File: src/rtl/mem_arbiter.sv
// mem_arbiter: two-requester memory arbiter with a single registered memory port.
//
// Requester 0 is the CPU, requester 1 is the DMA/blitter. A request seen in IDLE
// is latched onto the memory port and held through BUSY until mem_ready_in or a
// timeout. The following DONE cycle pulses ack_out for the winner.
//
// Optional feature: define MEM_ARB_ROUND_ROBIN_EN to alternate grants on a tie
// (req_in == 2'b11). Without it, requester 0 always wins ties.
//
// Ports:
//   clk_in        rising-edge clock
//   rst_in        synchronous active-high reset
//   req_in[1:0]   per-requester request, held until ack
//   we_in[1:0]    per-requester write enable
//   addr0/1_in    request addresses
//   wdata0/1_in   write data
//   ack_out[1:0]  one-cycle completion pulse per requester
//   err_out       access timed out (valid with ack_out)
//   rdata_out     read data (valid with ack_out, 0 for writes and timeouts)
//   mem_*_out     registered memory command
//   mem_ready_in  memory completion, mem_rdata_in valid in the same cycle
//   grant_out     index of the current owner
//   busy_out      high outside IDLE
module mem_arbiter #(
  parameter int unsigned ADDR_W  = 16,
  parameter int unsigned DATA_W  = 32,
  parameter int unsigned TIMEOUT = 64
) (
  input  logic              clk_in,
  input  logic              rst_in,
  input  logic [1:0]        req_in,
  input  logic [1:0]        we_in,
  input  logic [ADDR_W-1:0] addr0_in,
  input  logic [ADDR_W-1:0] addr1_in,
  input  logic [DATA_W-1:0] wdata0_in,
  input  logic [DATA_W-1:0] wdata1_in,
  output logic [1:0]        ack_out,
  output logic              err_out,
  output logic [DATA_W-1:0] rdata_out,
  output logic              mem_req_out,
  output logic              mem_we_out,
  output logic [ADDR_W-1:0] mem_addr_out,
  output logic [DATA_W-1:0] mem_wdata_out,
  input  logic              mem_ready_in,
  input  logic [DATA_W-1:0] mem_rdata_in,
  output logic              grant_out,
  output logic              busy_out
);

  localparam int unsigned CntW = (TIMEOUT > 1) ? $clog2(TIMEOUT) : 1;
  localparam logic [CntW-1:0] CntLast = CntW'(TIMEOUT - 1);

  typedef enum logic [1:0] {StIdle, StBusy, StDone} state_e;

  state_e              state_q, state_d;
  logic                grant_q, grant_d;
  logic                mem_req_q, mem_req_d;
  logic                mem_we_q, mem_we_d;
  logic [ADDR_W-1:0]   mem_addr_q, mem_addr_d;
  logic [DATA_W-1:0]   mem_wdata_q, mem_wdata_d;
  logic [CntW-1:0]     cnt_q, cnt_d;
  logic [DATA_W-1:0]   rdata_q, rdata_d;
  logic                err_q, err_d;
  logic                winner;

`ifdef MEM_ARB_ROUND_ROBIN_EN
  logic last_grant_q, last_grant_d;

  // On a tie, hand the port to whoever did not get it last time.
  always_comb begin
    if (req_in == 2'b11) begin
      winner = ~last_grant_q;
    end else begin
      winner = ~req_in[0];
    end
  end
`else
  // Requester 0 wins whenever it is requesting.
  always_comb begin
    winner = ~req_in[0];
  end
`endif

  always_comb begin
    state_d     = state_q;
    grant_d     = grant_q;
    mem_req_d   = mem_req_q;
    mem_we_d    = mem_we_q;
    mem_addr_d  = mem_addr_q;
    mem_wdata_d = mem_wdata_q;
    cnt_d       = cnt_q;
    rdata_d     = rdata_q;
    err_d       = err_q;
`ifdef MEM_ARB_ROUND_ROBIN_EN
    last_grant_d = last_grant_q;
`endif

    unique case (state_q)
      StIdle: begin
        if (req_in != 2'b00) begin
          grant_d     = winner;
          mem_req_d   = 1'b1;
          mem_we_d    = we_in[winner];
          mem_addr_d  = winner ? addr1_in : addr0_in;
          mem_wdata_d = winner ? wdata1_in : wdata0_in;
          cnt_d       = '0;
          state_d     = StBusy;
`ifdef MEM_ARB_ROUND_ROBIN_EN
          last_grant_d = winner;
`endif
        end
      end
      StBusy: begin
        // Ready takes priority so a response on the final cycle is not an error.
        if (mem_ready_in) begin
          rdata_d   = mem_we_q ? '0 : mem_rdata_in;
          err_d     = 1'b0;
          mem_req_d = 1'b0;
          mem_we_d  = 1'b0;
          state_d   = StDone;
        end else if (cnt_q == CntLast) begin
          rdata_d   = '0;
          err_d     = 1'b1;
          mem_req_d = 1'b0;
          mem_we_d  = 1'b0;
          state_d   = StDone;
        end else begin
          cnt_d = cnt_q + CntW'(1);
        end
      end
      StDone: begin
        state_d = StIdle;
      end
      default: begin
        state_d = StIdle;
      end
    endcase
  end

  always_ff @(posedge clk_in) begin
    if (rst_in) begin
      state_q     <= StIdle;
      grant_q     <= 1'b0;
      mem_req_q   <= 1'b0;
      mem_we_q    <= 1'b0;
      mem_addr_q  <= '0;
      mem_wdata_q <= '0;
      cnt_q       <= '0;
      rdata_q     <= '0;
      err_q       <= 1'b0;
    end else begin
      state_q     <= state_d;
      grant_q     <= grant_d;
      mem_req_q   <= mem_req_d;
      mem_we_q    <= mem_we_d;
      mem_addr_q  <= mem_addr_d;
      mem_wdata_q <= mem_wdata_d;
      cnt_q       <= cnt_d;
      rdata_q     <= rdata_d;
      err_q       <= err_d;
    end
  end

`ifdef MEM_ARB_ROUND_ROBIN_EN
  // Reset to 1 so requester 0 wins the first tie.
  always_ff @(posedge clk_in) begin
    if (rst_in) begin
      last_grant_q <= 1'b1;
    end else begin
      last_grant_q <= last_grant_d;
    end
  end
`endif

  always_comb begin
    ack_out   = 2'b00;
    err_out   = 1'b0;
    rdata_out = '0;
    if (state_q == StDone) begin
      ack_out   = grant_q ? 2'b10 : 2'b01;
      err_out   = err_q;
      rdata_out = rdata_q;
    end
  end

  assign mem_req_out   = mem_req_q;
  assign mem_we_out    = mem_we_q;
  assign mem_addr_out  = mem_addr_q;
  assign mem_wdata_out = mem_wdata_q;
  assign grant_out     = grant_q;
  assign busy_out      = (state_q != StIdle);

endmodule

File: config.mk
export PLATFORM = sky130hd
export DESIGN_NAME = mem_arbiter
export DESIGN_NICKNAME = d
export VERILOG_FILES = /design/src/rtl/mem_arbiter.sv
export SDC_FILE = /design/constraint.sdc
export NUM_CORES = 1
export LEC_CHECK = 0
export CAP_MARGIN = 10
export CORE_UTILIZATION = 25
export DETAILED_ROUTE_END_ITERATION = 10
export PLACE_DENSITY = 0.55
export SLEW_MARGIN = 20
export SYNTH_ARGS = -nofsm -noshare
export SYNTH_HDL_FRONTEND = slang
export SYNTH_SLANG_ARGS = --single-unit
export TNS_END_PERCENT = 50
File: constraint.sdc
create_clock -name clk_in -period 3.75 [get_ports clk_in]
set_clock_uncertainty 0.1 [all_clocks]
set_input_delay 0.375 -clock clk_in [delete_from_list [all_inputs] [get_ports clk_in]]
set_output_delay 0.375 -clock clk_in [all_outputs]
set_load 0.02 [all_outputs]
# --- Yosys cells after proc, flatten, opt, wreduce, memory -nomap -nowiden ---
# Cells that the tools add are included.
word_totals:
  ff_bits: 92
  latchBits: 0
  ramBits: 0
  mem_bits_ro: 0
  inputBits: 135
  n_memories: 0
op_classes:
  n_addsub: 1
  mul: 0
  n_div: 0
  n_lt_le_gt_ge: 1
  eq_ne: 7
  shift: 0
  mux: 27
  bitwise: 1
  n_reduce_logical: 10
ops:
  columns: ["operator", "count"]
  rows:
  - ["$mux W32", 5]
  - ["$mux W6", 3]
  - ["$mux W16", 1]
  - ["$pmux W6 S2", 1]
  - ["$mux W2", 5]
  - ["$mux W1", 9]
  - ["$reduce_bool A2 Y1", 4]
  - ["$add A6 B1 Y6 const B", 1]
  - ["$eq A6 B6 Y1 const B", 1]
  - ["$ne A2 B2 Y1 const B", 3]
  - ["$reduce_and A2 Y1", 3]
  - ["$pmux W1 S2", 2]
  - ["$pmux W2 S2", 1]
  - ["$reduce_and A4 Y1", 1]
  - ["$ne A3 B3 Y1 const B", 1]
  - ["$reduce_and A3 Y1", 1]
  - ["$eq A2 B1 Y1 const B", 1]
  - ["$eq A2 B2 Y1 const B", 1]
  - ["$logic_not A2 Y1", 1]
  - ["$lt A1 B2 Y1 const B", 1]
  - ["$not A1 Y1", 1]

# --- Depth between registers and ports, before layout ---
# Gate-level depths: netlist of the first run.
depth:
  ltp_word: 5
  ltp_mapped: 6
  ltp_nobuf: 5

# --- Worst setup path before layout of the first run ---
# Ideal clock, no wire load.
synth_path:
  kind: "register to output"
  start: "reg state_q[1]"
  end: "out rdata_out[0]"
  arrival_time_ns: 1.155
  t_required_ns: 3.275
  setup_slack_ns: 2.120
  stages_incl_launch_ff: 4
  cell_sequence: "dfxtp_1 > nor2b_1 > clkbuf_1 > and2_1"
synth_between:
  elab_chain_cells: 2
synth_rtl:
  columns: ["element", "line", "rtl"]
  rows:
  - ["start, declared", "55", "state_e state_q, state_d;"]
  - ["start signal, assigned", "142", "state_q <= StIdle;"]
  - ["start signal, assigned", "152", "state_q <= state_d;"]
  - ["$eq A2 B2 Y1", "179", "if (state_q == StDone) begin"]
  - ["$mux W32", "179", null]
  - ["end, declared", "39", "output logic [DATA_W-1:0] rdata_out,"]
# Every way passes these cells.

# --- Worst setup path in the final report of the first run ---
layout_path:
  start: "reg state_q[1]"
  end: "out rdata_out[5]"
# The elaborated chain is that of the path after synthesis.

==> results, run 1 <==
- Post-CTS timing repair inserted 0 buffers for setup.
- The number of antenna violations at the first check in global routing is 0.
- The reg-to-reg startpoint is state_q[1].
- In this run switching power makes up a little over a quarter of total power.
- The CTS tree is done.
- The per-cell routed wire length is between 15 and 20 um.
- The floorplan die area is 16,900 sq um.
- The clock network is responsible for between 30% and 40% of the overall power.
- The register bit count reported by yosys is 92.
- The share of the clock period used by the worst path after layout is roughly 67%.
- Pin placement for this block handled approximately 220 I/O pins.
- Global routing used between 10% and 20% of the available tracks across all layers.
- The largest fanout of any net on the critical path is 35.
- The number of synthesized flops with an enable pin is 0.
- The area overhead of the layout relative to synthesis is 65.4%.
- The finished cells cover between 6000 and 7000 sq um.
- The sum of routed wire length over all layers is between 10 and 15 mm.
- After the first detailed-routing iteration, the DRC count stood at around 120.
- The run finished with clean final reports.
- Derived from the worst setup path, the maximum achievable clock frequency is around 0.40 GHz.
- The final layout contains around 740 nets.
- The remaining routing DRC violations is 0.
- The post-placement cell count is 807.
- The internal cell power is between 1.5 and 2 mW.
- The cell accounting for the most synthesized area is dfxtp_1.
- The initial core utilization is 25.7%.
- The category of the critical setup timing path is flop to output port.
- The cell depth of the worst min-delay path is 1.
- Buffers placed on the I/O ports in this run total roughly 220.
- The tool flagged a number of max-cap violations equal to 0.
- The cts-stage hold buffer count is 0.
- For the worst setup path, the data arrival time is just over 2 ns.
- The antenna cell count is 0.
- Clock latency on the worst-skew pair, taken at its later pin, is about 0.34 ns.
- The total number of vias is roughly 3.6k.
- After clock tree synthesis, the clock-pin slew on the worst setup and hold paths is ~0.06 ns.
- Setup repair after global routing left no endpoint under its margin.
- The startpoint identified for the worst hold timing path is rdata_q[20].
- After detailed placement, the total cell area comes to around 6500 sq um.
- dfxtp_1 is the most common cell in the netlist.
- The number of search-and-repair iterations in the first detailed-routing pass is 4.
- The path class of the lowest-slack min-delay path is flop to flop.
- The share of the Yosys chip area taken by registers is 44.9%.
- The number of buffers added by the clock tree synthesis step is 9.
- In the synthesized netlist the async set-or-reset flop fraction comes to 0%.
- The worst relative slew slack is a little over two fifths.
- Fill cells in the final layout number 1,535.
- The worst-case IR drop observed on VDD is 0.223 mV.
- The sequential fraction of design power is 40.5%.
- The count of cell types in the netlist is 37.
- The most frequently used flop master after synthesis is dfxtp_1.
- The worst reg2reg path endpoint is mem_wdata_out[21].
- In this run the vertical extent of the chip is 130 um.
- Counting I/O delays and the setup requirement, the final critical path takes between 2 and 2.5 ns.
- Power spread over the standard cell area amounts to between 400 and 500 nW/um^2.
- The clock passes through at most 2 buffers.
- A synthesized cell averages 10.4 sq um.
- The number of global-route vias before repair is around 3.5k.
- The die is ~130 um wide.
- The pin count of the biggest net entering global routing is 66.
- The placer's final routability congestion estimate is 0.738.
- Of the post-synthesis cell area, the dominant cell type holds ~45%.
- In this run the power spent charging and discharging nets is between 700 and 800 uW.
- Setup violations remaining at the end of the flow were counted as 0.
- The number of max-slew violations in the final report is 0.
- Summed over all cells, the static leakage comes to roughly 2.6 nW.
- Summing all multi-input logic gate instances after layout gives roughly 2100 sq um.
- The estimated wirelength of the detail-placed design is 9.39 mm.
- Yosys attributes the largest share of cell area to dfxtp_1 45%, a211oi_2 12%, mux2i_1 12%, a22o_1 6.8%, and2_1 5.5%.
- Across the whole layout, storage elements account for 1840 sq um.
- STA puts the critical path data required time at between 3 and 4 ns.
- Once layout is complete, the cells apart from fillers number between 800 and 900.
- For the worst flop-to-flop path, the logic depth is 5.
- The number of nets handed over by synthesis was approximately 530.
- The clock net in this run drives a total of 92 sinks.
- The initialized floorplan defines between 40 and 50 standard-cell rows.
- The worst setup path is captured at an output port.
- After floorplanning, the core was sized to cover between 15,000 and 20,000 sq um.
- The setup TNS after final layout is 0 ns.
- The count of final hold-check violations was 0.
- In this run the cell area of the synthesized design comes to between 4000 and 5000 sq um.
- Counting instances in the post-synthesis netlist gives the leading cell types as 92 x dfxtp_1, 52 x nor2_1, 48 x mux2i_1.
- STA classifies the critical path startpoint as a flop.
- The worst min-delay path endpoint is rdata_q[20].
- Setup slack on the worst reg-to-reg path comes out at 1.54 ns.
- The number of warnings reported in the yosys synthesis log is 0.
- The instance count of the mapped netlist is about 400.
- After detailed routing, the number of vias per cell comes to 4.42.
- The transition time at the pin with the least slew margin is between 0.8 and 0.9 ns.
- The fraction of final layout cells sized beyond drive strength 1 is between 10% and 20%.
- The share of total power dissipated in combinational logic is about a quarter.
- Once the clock tree was built, the resizer swapped 0 gates to a different size.
- For this run the aggregate overflow at the end of global routing stands at 0.
- The tree is rooted in a clkbuf_16.
- The count of nets left with antenna violations once routing finished came out at 0.
- The first global-routing pass estimated 18.3 mm of wire.
- The H-tree was split into 3 levels.
==> kinds of logic after synthesis <==
logic type,count (synthesis),synth area share (%)
AOI/OAI and AO/OA,105,24.5
adders and majority gates,1,0.305
buffers and inverters,35,4.48
DFF,92,44.9
muxes,49,12.0
and+or+nand+nor,113,13.9
==> per-stage QoR <==
step	hold WS (ns)	util (%)	worst slack (ns)	total power [mW]
global placement	0.353	40.6	1.31	1.77
finish	0.373	42.6	1.26	2.72
floorplan	0.340	-	2.12	1.45
detailed placement	0.355	40.6	1.19	1.78
CTS	0.375	42.6	1.21	2.77
global route	0.388	42.6	1.11	2.85
==> critical path, stage by stage (launching register included) <==
cell,delay [ns]
dfxtp_1,0.42
nor2b_1,0.15
buf_4,0.29
and2_1,0.18
clkdlybuf4s50_1,0.63
==> worst max-delay path by stage <==
stage                     startpoint                end  slack [ns]  cells past startpoint
after detailed placement   req_in[1]  mem_wdata_out[21]        1.19                      5
after global placement     req_in[1]  mem_wdata_out[19]        1.31                      5
final                     state_q[1]       rdata_out[5]        1.26                      4
after floorplan           state_q[1]       rdata_out[0]        2.12                      3
after global routing      state_q[1]            err_out        1.11                      4
after CTS                 state_q[1]            err_out        1.21                      4
==> power by group through the flow <==
stage               combinational [mW]  clock (mW)  sequential [mW]
finish                           0.646       0.974             1.10
global route                     0.692        1.05             1.11
global placement                 0.643           0             1.12
detailed placement               0.655           0             1.12
floorplan                        0.258           0             1.20
CTS                              0.657        1.01             1.10
==> per-layer routing <==
metal  share of wire, %  track usage, %  up-vias
met2                 51            25.9       95
li1                   -               -     1839
met1                 42            16.2     1688
met3                5.5            2.91       15
met5                  0               0        -
met4                1.6            5.68        0
==> state kept, by name, summed over array words and instances (netlist names) <==
register and count:
mem_addr_out 16, mem_wdata_out 32, mem_we_out 1, grant_out 1, mem_req_out 1, rdata_q 32
state_q 2, cnt_q 6, err_q 1
==> cell type report <==
class                           count  area share (%)
Clock buffer                       11            3.43
Clock inverter                      5            1.25
Timing Repair Buffer              229            33.3
Sequential cell                    92            27.1
Multi-Input combinational cell    268            30.7
Tap cell                          216            3.98
Inverter                            2           0.111
==> cells in the final DEF, fill, tap and decap left out, types with 3 or more instances in the layout <==
master           count
nor2b_1              3
a22o_1              32
clkdlybuf4s50_1    219
and2_1              36
nand3_1              5
mux2i_1             48
a211oi_1            10
nor2_1              52
buf_4                8
o21ai_0              3
clkbuf_16            9
nand2_1              8
a21oi_1              8
a211oi_2            40
dfxtp_1             92
Power figures use the tool's default switching activity.
==> run 2: changes to the inputs <==
==> constraint.sdc (replaced) <==
create_clock -name clk_in -period 2.3 [get_ports clk_in]
set_clock_uncertainty 0.1 [all_clocks]
set_input_delay 0.23 -clock clk_in [delete_from_list [all_inputs] [get_ports clk_in]]
set_output_delay 0.23 -clock clk_in [all_outputs]
set_load 0.02 [all_outputs]
==> run 2 against run 1 <==
  * Non-clock buffer count down 1
  * Critical path depth unchanged
  * Combinational power up 64%
  * Largest cell class unchanged
==> results, run 2 (synthesized netlist as in run 1, its figures left out) <==
- The run finished with clean final reports.
- At the end of routability-driven placement, the weighted congestion stood at around 0.72.
- Summing all multi-input logic gate instances after layout gives 2090 sq um.
- The repair_antennas step left the layout with diodes totalling 0.
- The largest fanout of any net on the critical path is 35.
- The area after detailed placement is around 6500 sq um.
- The global routing usage summed across all routing layers is between 10 and 15%.
- Data on the critical path is required at its endpoint by slightly below 2 ns.
- Headroom to the max-slew limit came out at approximately three fifths.
- The die width is approximately 130 um.
- Power spread over the standard cell area amounts to around 640 nW/um^2.
- Global routing finished with a remaining overflow of 0.
- The count of final hold-check violations came to 0.
- STA classifies the critical path startpoint as a flop.
- The die height is ~130 um.
- After clock tree synthesis, the setup repair step added 0 buffers.
- The core region is approximately 16,000 sq um.
- The leakage power figure is 2.90 nW.
- Hold repair after CTS inserted 0 buffers.
- The per-cell routed wire length is 15.3 um.
- The global-route wire length before repair is ~18 mm.
- For this configuration, the core starts out at a cell density of about a quarter.
- Clock-pin slew was measured on the worst setup and hold paths at roughly 0.060 ns.
- The first detailed-routing pass ran for 4 iterations.
- The final instance area is around 6900 sq um.
- The number of max-slew violations in the final report is 0.
- The setup-violating endpoint count in the final report is 0.
- The routed via count divided by cell count is roughly 4.5.
- The estimated wirelength of the detail-placed design is between 9 and 10 mm.
- After filler insertion, the fill cell instance count of the layout stands at 1,559.
- The fraction of final layout cells sized beyond drive strength 1 is 12.2%.
- For this design the total switching power over the nets is around 1.2 mW.
- Clock tree synthesis found a total of 92 sinks.
- The boundary pin count is around 220.
- The number of antenna violations at the first check in global routing is 0.
- The sequential cell area is 1840 sq um.
- The most common cell after layout, fill and taps aside is clkdlybuf4s50_1.
- The final layout contains between 700 and 800 nets.
- In the routed design, unresolved DRC markers number 0.
- Power comes to between 4 and 5 mW.
- The highest ir drop seen on vdd is around 0.36 mV.
- The path class of the lowest-slack min-delay path is input pin to flop.
- In the layout the commonest cells are 201 x clkdlybuf4s50_1, 92 x dfxtp_1, 52 x nor2_1.
- The clock network is responsible for a little over a third of the overall power.
- The number of buffers added by the clock tree synthesis step is 9.
- The sequential fraction of design power is between 40% and 50%.
- At the worst endpoint, the arrival time is ~1.9 ns.
- Final hold analysis gives a worst-case slack of between 0.09 and 0.1 ns.
- The detail route stage leaves a number of antenna-violating nets equal to 0.
- The count of buffers added on input and output ports is 221.
- At the later pin of the worst-skew pair, clock insertion delay measures approximately 0.33 ns.
- TritonCTS built the clock tree.
- The number of DRC markers after the initial detailed-route iteration is between 100 and 150.
- The tool flagged a number of max-cap violations equal to 0.
- The critical path capture point type is an output port.
- At the pin with the least slew margin, the transition time is 0.585 ns.
- The pin count of the biggest net entering global routing is 61.
- In this run switching power makes up 27.4% of total power.
- Wires add up to around 13 mm.
- The die covers between 15,000 and 20,000 sq um.
- The library cell used as clock root buffer is clkbuf_16.
- The category of the critical setup timing path is flop to output port.
- The H-tree was split into 3 levels.
- The maximum clock insertion buffer count is 2.
- The site row count is 46.
- The internal cell power is 3.19 mW.
- The area overhead of the layout relative to synthesis is 67.2%.
- For this block, the via count after detailed routing is 3,678.
- The timing-limited maximum frequency is roughly 0.45 GHz.
- The logic gate share of total power is 24.1%.
- The share of the clock period used by the worst path after layout is between 90 and 100%.
- The number of global-route vias before repair is roughly 3.6k.
- The shortest clock period the worst path allows after layout is roughly 2.2 ns.
## run 2: cell types whose count changed in the layout (fill, tap and decap cells not counted), sizes merged
cell and change:
buf -1, clkinvlp +1, clkdlybuf4s50 -18, dlymetal6s2s +16
dlygate4sd2 +2, bufinv -1
## run 2: area by class of cell
cell class / count / share of cell area, %
timing repair buffer: 228 / 34.1
multi-input combinational: 268 / 30.4
sequential: 92 / 26.8
tap: 216 / 3.94
clock buffer: 11 / 3.68
clock inverter: 5 / 0.857
inverter: 2 / 0.109
## run 2: worst paths after layout
path	endpoint	slack, ns	startpoint	cells after the start
max	rdata_out[27]	0.07	state_q[1]	4
max reg2reg	rdata_q[6]	0.49	cnt_q[0]	6
min	state_q[1]	0.1	rst_in	2
min reg2reg	rdata_q[9]	0.37	rdata_q[9]	1
## run 2: stage by stage
step / setup TNS (ns) / utilization [%] / instances / worst slack, ns
2_1_floorplan: 0 / - / 395 / 0.746
3_3_place_gp: 0 / 40.8 / 806 / 0.394
3_5_place_dp: 0 / 40.8 / 806 / 0.341
4_1_cts: 0 / 42.8 / 822 / 0.0445
5_1_grt: -0.0000744 / 43.0 / 822 / -0.0000744
6_report: 0 / 43.0 / 822 / 0.0693
## run 2: timing repair
item / in CTS / in global routing
hold endpoints to repair: 0 / 0
setup endpoints to repair: 8 / 16
cloned: 0 / 0
resized for setup: 3 / 16
## run 2: power by group through the flow
stage / Combinational [mW] / Clock [mW] / Sequential (mW)
6_report: 1.06 / 1.54 / 1.80
5_1_grt: 1.13 / 1.66 / 1.82
4_1_cts: 1.08 / 1.60 / 1.80
3_5_place_dp: 1.07 / 0 / 1.83
3_3_place_gp: 1.06 / 0 / 1.83
2_1_floorplan: 0.421 / 0 / 1.95
## run 2: layer usage
| layer | routed length [um] | global-route usage [%] | share of wire (%) |
|---|---|---|---|
| met1 | 5000 | 15.8 | 40 |
| met2 | 6670 | 26.5 | 53 |
| met3 | 699 | 2.99 | 5.5 |
| met4 | 222 | 5.54 | 1.8 |
| met5 | 0 | 0 | 0 |
## run 2: worst max-delay path: stages (launching register included)
cell and delay (ns):
dfxtp_1 0.41, nor2b_2 0.22, buf_12 0.18, and2_1 0.14, clkdlybuf4s50_1 0.60
==> variant 1, RTL diff (config.mk and constraints of run 2) <==
Set the parameter `ADDR_W` to 15 (it was 16).
--- a/src/rtl/mem_arbiter.sv
+++ b/src/rtl/mem_arbiter.sv
@@ -22,7 +22,7 @@
 //   grant_out     index of the current owner
 //   busy_out      high outside IDLE
 module mem_arbiter #(
-  parameter int unsigned ADDR_W  = 16,
+  parameter int unsigned ADDR_W  = 15,
   parameter int unsigned DATA_W  = 32,
   parameter int unsigned TIMEOUT = 64
 ) (
Interface: changed (resized addr0_in, addr1_in and mem_addr_out); port bits go from 222 to 219. The function was not compared with the original's and may differ.
==> variant 1 against run 2 <==
Worst hold slack gained 0.015 ns. Power shrank 1.7%. Critical path type unchanged. Global-route usage grew 0.096 points. Area after synthesis shrank 5.9%. First-iteration DRC count grew 11%. Sequential cell count shrank 1. Worst setup slack gained 0.024 ns. Wire length shrank 11%. Sequential share of layout area grew 1.0 points. Critical path depth is the same. Cell area shrank 4.6%.
==> variant 1: results (changes against run 2) <==
- Status: completed
- Comb power: 0.000972 W (-8%)
- Final GP Congestion: 0.7175 (+0.18%)
- Syn_nets: 520 (-2.1%)
- Overall routing resource usage: 14.37% (+0.096 points)
- Share of the synthesized area in the top cell type: 47.17% (+2.3 points)
- Vias in the first global route: 3515 (-3.3%)
- Initial DRC Count: 136 (+11%)
- Syn avg cell area: 10.01 µm² (-3.7%)
- CTS Buf Count: 9 (unchanged)
- Switching part of the total: 25.68% (-1.8 points)
- Sequential power share: 41.2% (+0.3 points)
- Synth cell types: 42 (+14%)
- Clock buffer depth: 2 (unchanged)
- Layout Nets: 727 (-1.4%)
- Worst IR Drop VDD: 0.3851 mV (+8.1%)
- Layout cells sized above 1: 6.365% (-5.8 points)
- IO buf count: 218 (-1.4%)
- Area after DPL: 6208 µm² (-4.6%)
- Synth top area cells: dfxtp_1 47%, mux2i_1 12%, a211oi_1 9.5%
- Vias post-DR: 3591 (-2.4%)
- WL final: 11250 µm (-11%)
- Pin count of the biggest net entering global routing: 36 (-41%)
- Commonest cells in the netlist: 91 x dfxtp_1, 51 x nor2_1, 49 x a211oi_1
- Leak: 2.629 nW (-9.2%)
- Worst EP arrival: 1.88 ns (-0.02 ns)
- Comb pwr share: 22.5% (-1.6 points)
- Post-synthesis sequential area ratio: 47.17% (+2.3 points)
- Setup WS pre-CTS: 0.3127 ns (-0.02809 ns)
- Slew margin rel.: 55.76% (-5.0 points)
- First-pass GRT wire length: 17940 µm (-2.8%)
- DPL Wire Length: 8513 µm (-12%)
- DR WL/cell: 14.32 µm (-6.5%)
- Placed Cells: 770 (-4.5%)
==> variant 1: cell count changes in the layout (fill, tap and decap cells not counted), sizes merged, moves of 2 or more <==
cell           change
buf                +3
inv                -2
a21oi              -3
dlymetal6s2s      -10
clkdlybuf4s50      +8
nand2              -4
==> variant 1: area by class of cell <==
cell class	count	area, µm²
tap	188	235.2
clock inverter	4	75.07
fill	1524	8602
timing repair buffer	228	2286
inverter	1	3.754
clock buffer	11	242.7
sequential	91	1823
multi-input combinational	262	1878
==> variant 1: path summary, 6_finish.rpt <==
path	endpoint	slack [ns]	cells after the start
worst max-delay path	rdata_out[13]	0.09	4
worst min-delay path	grant_out	0.11	2
worst max register to register	rdata_q[19]	0.45	6
worst min register to register	mem_req_out	0.37	2
==> variant 1: kinds of logic (layout without fill, tap and decap cells) <==
group	count (synthesis)	in the layout	share of synthesized area [%]
mux	48	48	12.44
fa+ha+maj	1	1	0.3239
compound gates	100	100	20.08
buf+inv	33	244	4.438
simple gates	113	113	15.55
flops	91	91	47.17
==> variant 1: worst register-to-register path: stages, from the launching register on <==
cell	delay [ns]
dfxtp_1	0.38
ha_1	0.23
nand3_2	0.16
o21bai_1	0.24
a21oi_2	0.08
buf_4	0.28
a22o_1	0.30
==> variant 1: per-layer routing <==
layer	wire length (µm)	track usage (%)	vias up
met5	0	0	-
met4	97	3.614	0
met3	919	5.989	9
met2	5374	24.80	145
met1	4853	16.37	1618
li1	-	-	1819
==> variant 1: timing repair <==
action | 4_1_cts | 5_1_grt
gates resized for setup | 3 | 6
setup endpoints to repair | 35 | 6
hold buffers | 0 | 0
pin swaps | 0 | 0
==> variant 2, RTL diff (flow settings as in run 2) <==
Made on the original files. Re-encode `state_e` (3 states) as one-hot, 3 bits wide.
--- a/src/rtl/mem_arbiter.sv
+++ b/src/rtl/mem_arbiter.sv
@@ -50,7 +50,7 @@
   localparam int unsigned CntW = (TIMEOUT > 1) ? $clog2(TIMEOUT) : 1;
   localparam logic [CntW-1:0] CntLast = CntW'(TIMEOUT - 1);
 
-  typedef enum logic [1:0] {StIdle, StBusy, StDone} state_e;
+  typedef enum logic [2:0] {StIdle = 3'b001, StBusy = 3'b010, StDone = 3'b100} state_e;
 
   state_e              state_q, state_d;
   logic                grant_q, grant_d;
Function: no difference found for any inputs over 10 cycles, from zero or initial values and one cycle with rst_in high; not proved beyond that.
==> variant 2 against run 2 <==
Worst hold slack better by 0.096 ns. Cell area down 3.0%. Area after synthesis down 4.1%. Sequential cell count up 1. Power up 0.42%. Critical path type unchanged. Largest cell class unchanged. Largest power group unchanged. Worst setup slack better by 0.11 ns. Global-route usage about the same. Wire length down 6.8%. Via count up 0.46%.
==> variant 2: results (changes against run 2) <==
- Warnings from Yosys: 0 (unchanged)
- Min-Delay Startpoint: rst_in
- Number of H-tree levels: 3 (unchanged)
- CTS Buf Count: 9 (unchanged)
- WL final: 11740 µm (-6.8%)
- Diode count: 0 (unchanged)
- Design area: 6651 µm² (-3.0%)
- Worst-path clk slew: 0.06 ns (about the same)
- Post-synthesis sequential area ratio: 47.33% (+2.4 points)
- Multiplexer area fraction after synthesis: 12.72% (+0.74 points)
- R2r setup slk: 0.36 ns (-0.13 ns)
- Slew margin rel.: 58.44% (-2.3 points)
- Post-DRT Antenna Nets: 0 (unchanged)
- Clock buffer depth: 2 (unchanged)
- DPL Wire Length: 8931 µm (-7.3%)
- Overall routing resource usage: 14.33% (+0.047 points)
- Vias/cell: 4.534 (+1.3%)
- Hold depth: 2 (unchanged)
- Status: completed
- Worst IR Drop VDD: 0.2946 mV (-17%)
- First-pass GRT wire length: 18110 µm (-1.9%)
- Worst Path Max Fanout: 5 (-86%)
- Root buf cell: clkbuf_16
- Layout Nets: 735 (-0.27%)
- Clk_lat worst skew: 0.33 ns (about the same)
- Reg2Reg Launch Point: state_q[0]
- Vias in the first global route: 3589 (-1.3%)
- Post-synthesis compound-gate area fraction: 20.80% (-3.7 points)
- DRT Pass-1 Iters: 4 (unchanged)
- Syn_nets: 528 (-0.56%)
- Initial DRC Count: 101 (-18%)
- FF-to-FF path depth: 5 (-1)
- Worst EP arrival: 1.79 ns (-0.11 ns)
- Layout cells sized above 1: 5.464% (-6.7 points)
- Synth top area cells: dfxtp_1 47%, mux2i_1 13%, a211oi_1 9.5%
- Synth Area in XOR/XNOR: 0% (unchanged)
- Pin count of the biggest net entering global routing: 49 (-20%)
- Commonest cells in the netlist: 93 x dfxtp_1, 50 x a211oi_1, 50 x mux2i_1, 50 x nor2_1, 35 x and2_1
- Synth cell types: 38 (+2.7%)
- Initial antenna violation count: 1 (+1)
- Worst R2R End: mem_addr_out[9]
- Hold path endpoint: state_q[2]
- Final GP Congestion: 0.7864 (+9.8%)
- Filler Cell Count: 1558 (-0.064%)
- Synth Area in Adders: 0.3181% (+0.013 points)
- IO buf count: 221 (unchanged)
- HP Class: in2reg
- Leak: 2.772 nW (-4.3%)
- Area after DPL: 6380 µm² (-2.0%)
- Synth async-reset ratio: 0% (unchanged)
-- variant 2: changes by cell type after synthesis, sizes merged, moves of 3 or more --
cell,run 2,this run
a21oi,9,5
buf,25,18
clkbuf,8,16
nor3b,1,4
-- variant 2: layer usage --
layer / wire, µm / vias to the layer above / GRT usage, %
li1: - / 1846 / -
met1: 5022 / 1660 / 16.56
met2: 5155 / 177 / 22.63
met3: 1401 / 12 / 6.868
met4: 159 / 0 / 5.882
met5: 0 / - / 0
-- variant 2: cell type report --
cell class	instances	share of cell area, %
Inverter	4	0.2257
Sequential cell	93	27.99
Clock inverter	3	0.6772
Timing Repair Buffer	230	34.33
Tap cell	211	3.969
Clock buffer	13	3.762
Multi-Input combinational cell	261	29.04
-- variant 2: kinds of logic (layout without fill, tap and decap cells) --
group | Yosys count | count (layout)
buffers and inverters | 38 | 250
AND/OR/NAND/NOR | 107 | 107
multiplexers | 50 | 50
adder cells (fa/ha/maj) | 1 | 1
AO/OA/AOI/OAI | 103 | 103
flip-flops | 93 | 93
-- variant 2: worst max-delay path: stages, from the launching register on --
cell and delay (ns):
dfxtp_1 0.46, nor3b_4 0.36, inv_1 0.09, clkdlybuf4s50_1 0.56
-- variant 2: worst max-delay path by stage --
stage / start / endpoint / slack, ns / depth (start not counted)
3_5_place_dp: state_q[2] / rdata_out[10] / 0.24 / 4
3_3_place_gp: state_q[2] / rdata_out[17] / 0.32 / 4
4_1_cts: state_q[2] / ack_out[1] / 0.02 / 4
5_1_grt: state_q[0] / busy_out / 0.06 / 3
6_report: state_q[0] / busy_out / 0.18 / 3
2_1_floorplan: cnt_q[0] / rdata_q[22] / 0.61 / 6
-- variant 2: where the power goes --
| group | switching (W) | internal (W) |
|---|---|---|
| logic | 0.000520 | 0.000588 |
| registers | 0.0000826 | 0.00175 |
| clock network | 0.000596 | 0.000874 |
| total | 0.00120 | 0.00321 |
-- variant 2: repair_timing --
item | CTS | global route
hold buffers | 0 | 0
endpoints found under the hold margin | 0 | 0
gates cloned | 0 | 0
resized for setup | 36 | 2
endpoints found under the setup margin | 32 | 2
setup buffers | 0 | 0
-- variant 2: per-stage QoR --
| step | worst slack [ns] | hold slack (ns) | instances |
|---|---|---|---|
| 6_report | 0.1758 | 0.1913 | 815 |
| 2_1_floorplan | 0.6089 | 0.2266 | 392 |
| 3_3_place_gp | 0.3175 | 0.3522 | 799 |
| 5_1_grt | 0.06228 | 0.2081 | 815 |
| 3_5_place_dp | 0.2420 | 0.3590 | 799 |
| 4_1_cts | 0.02157 | 0.1677 | 815 |
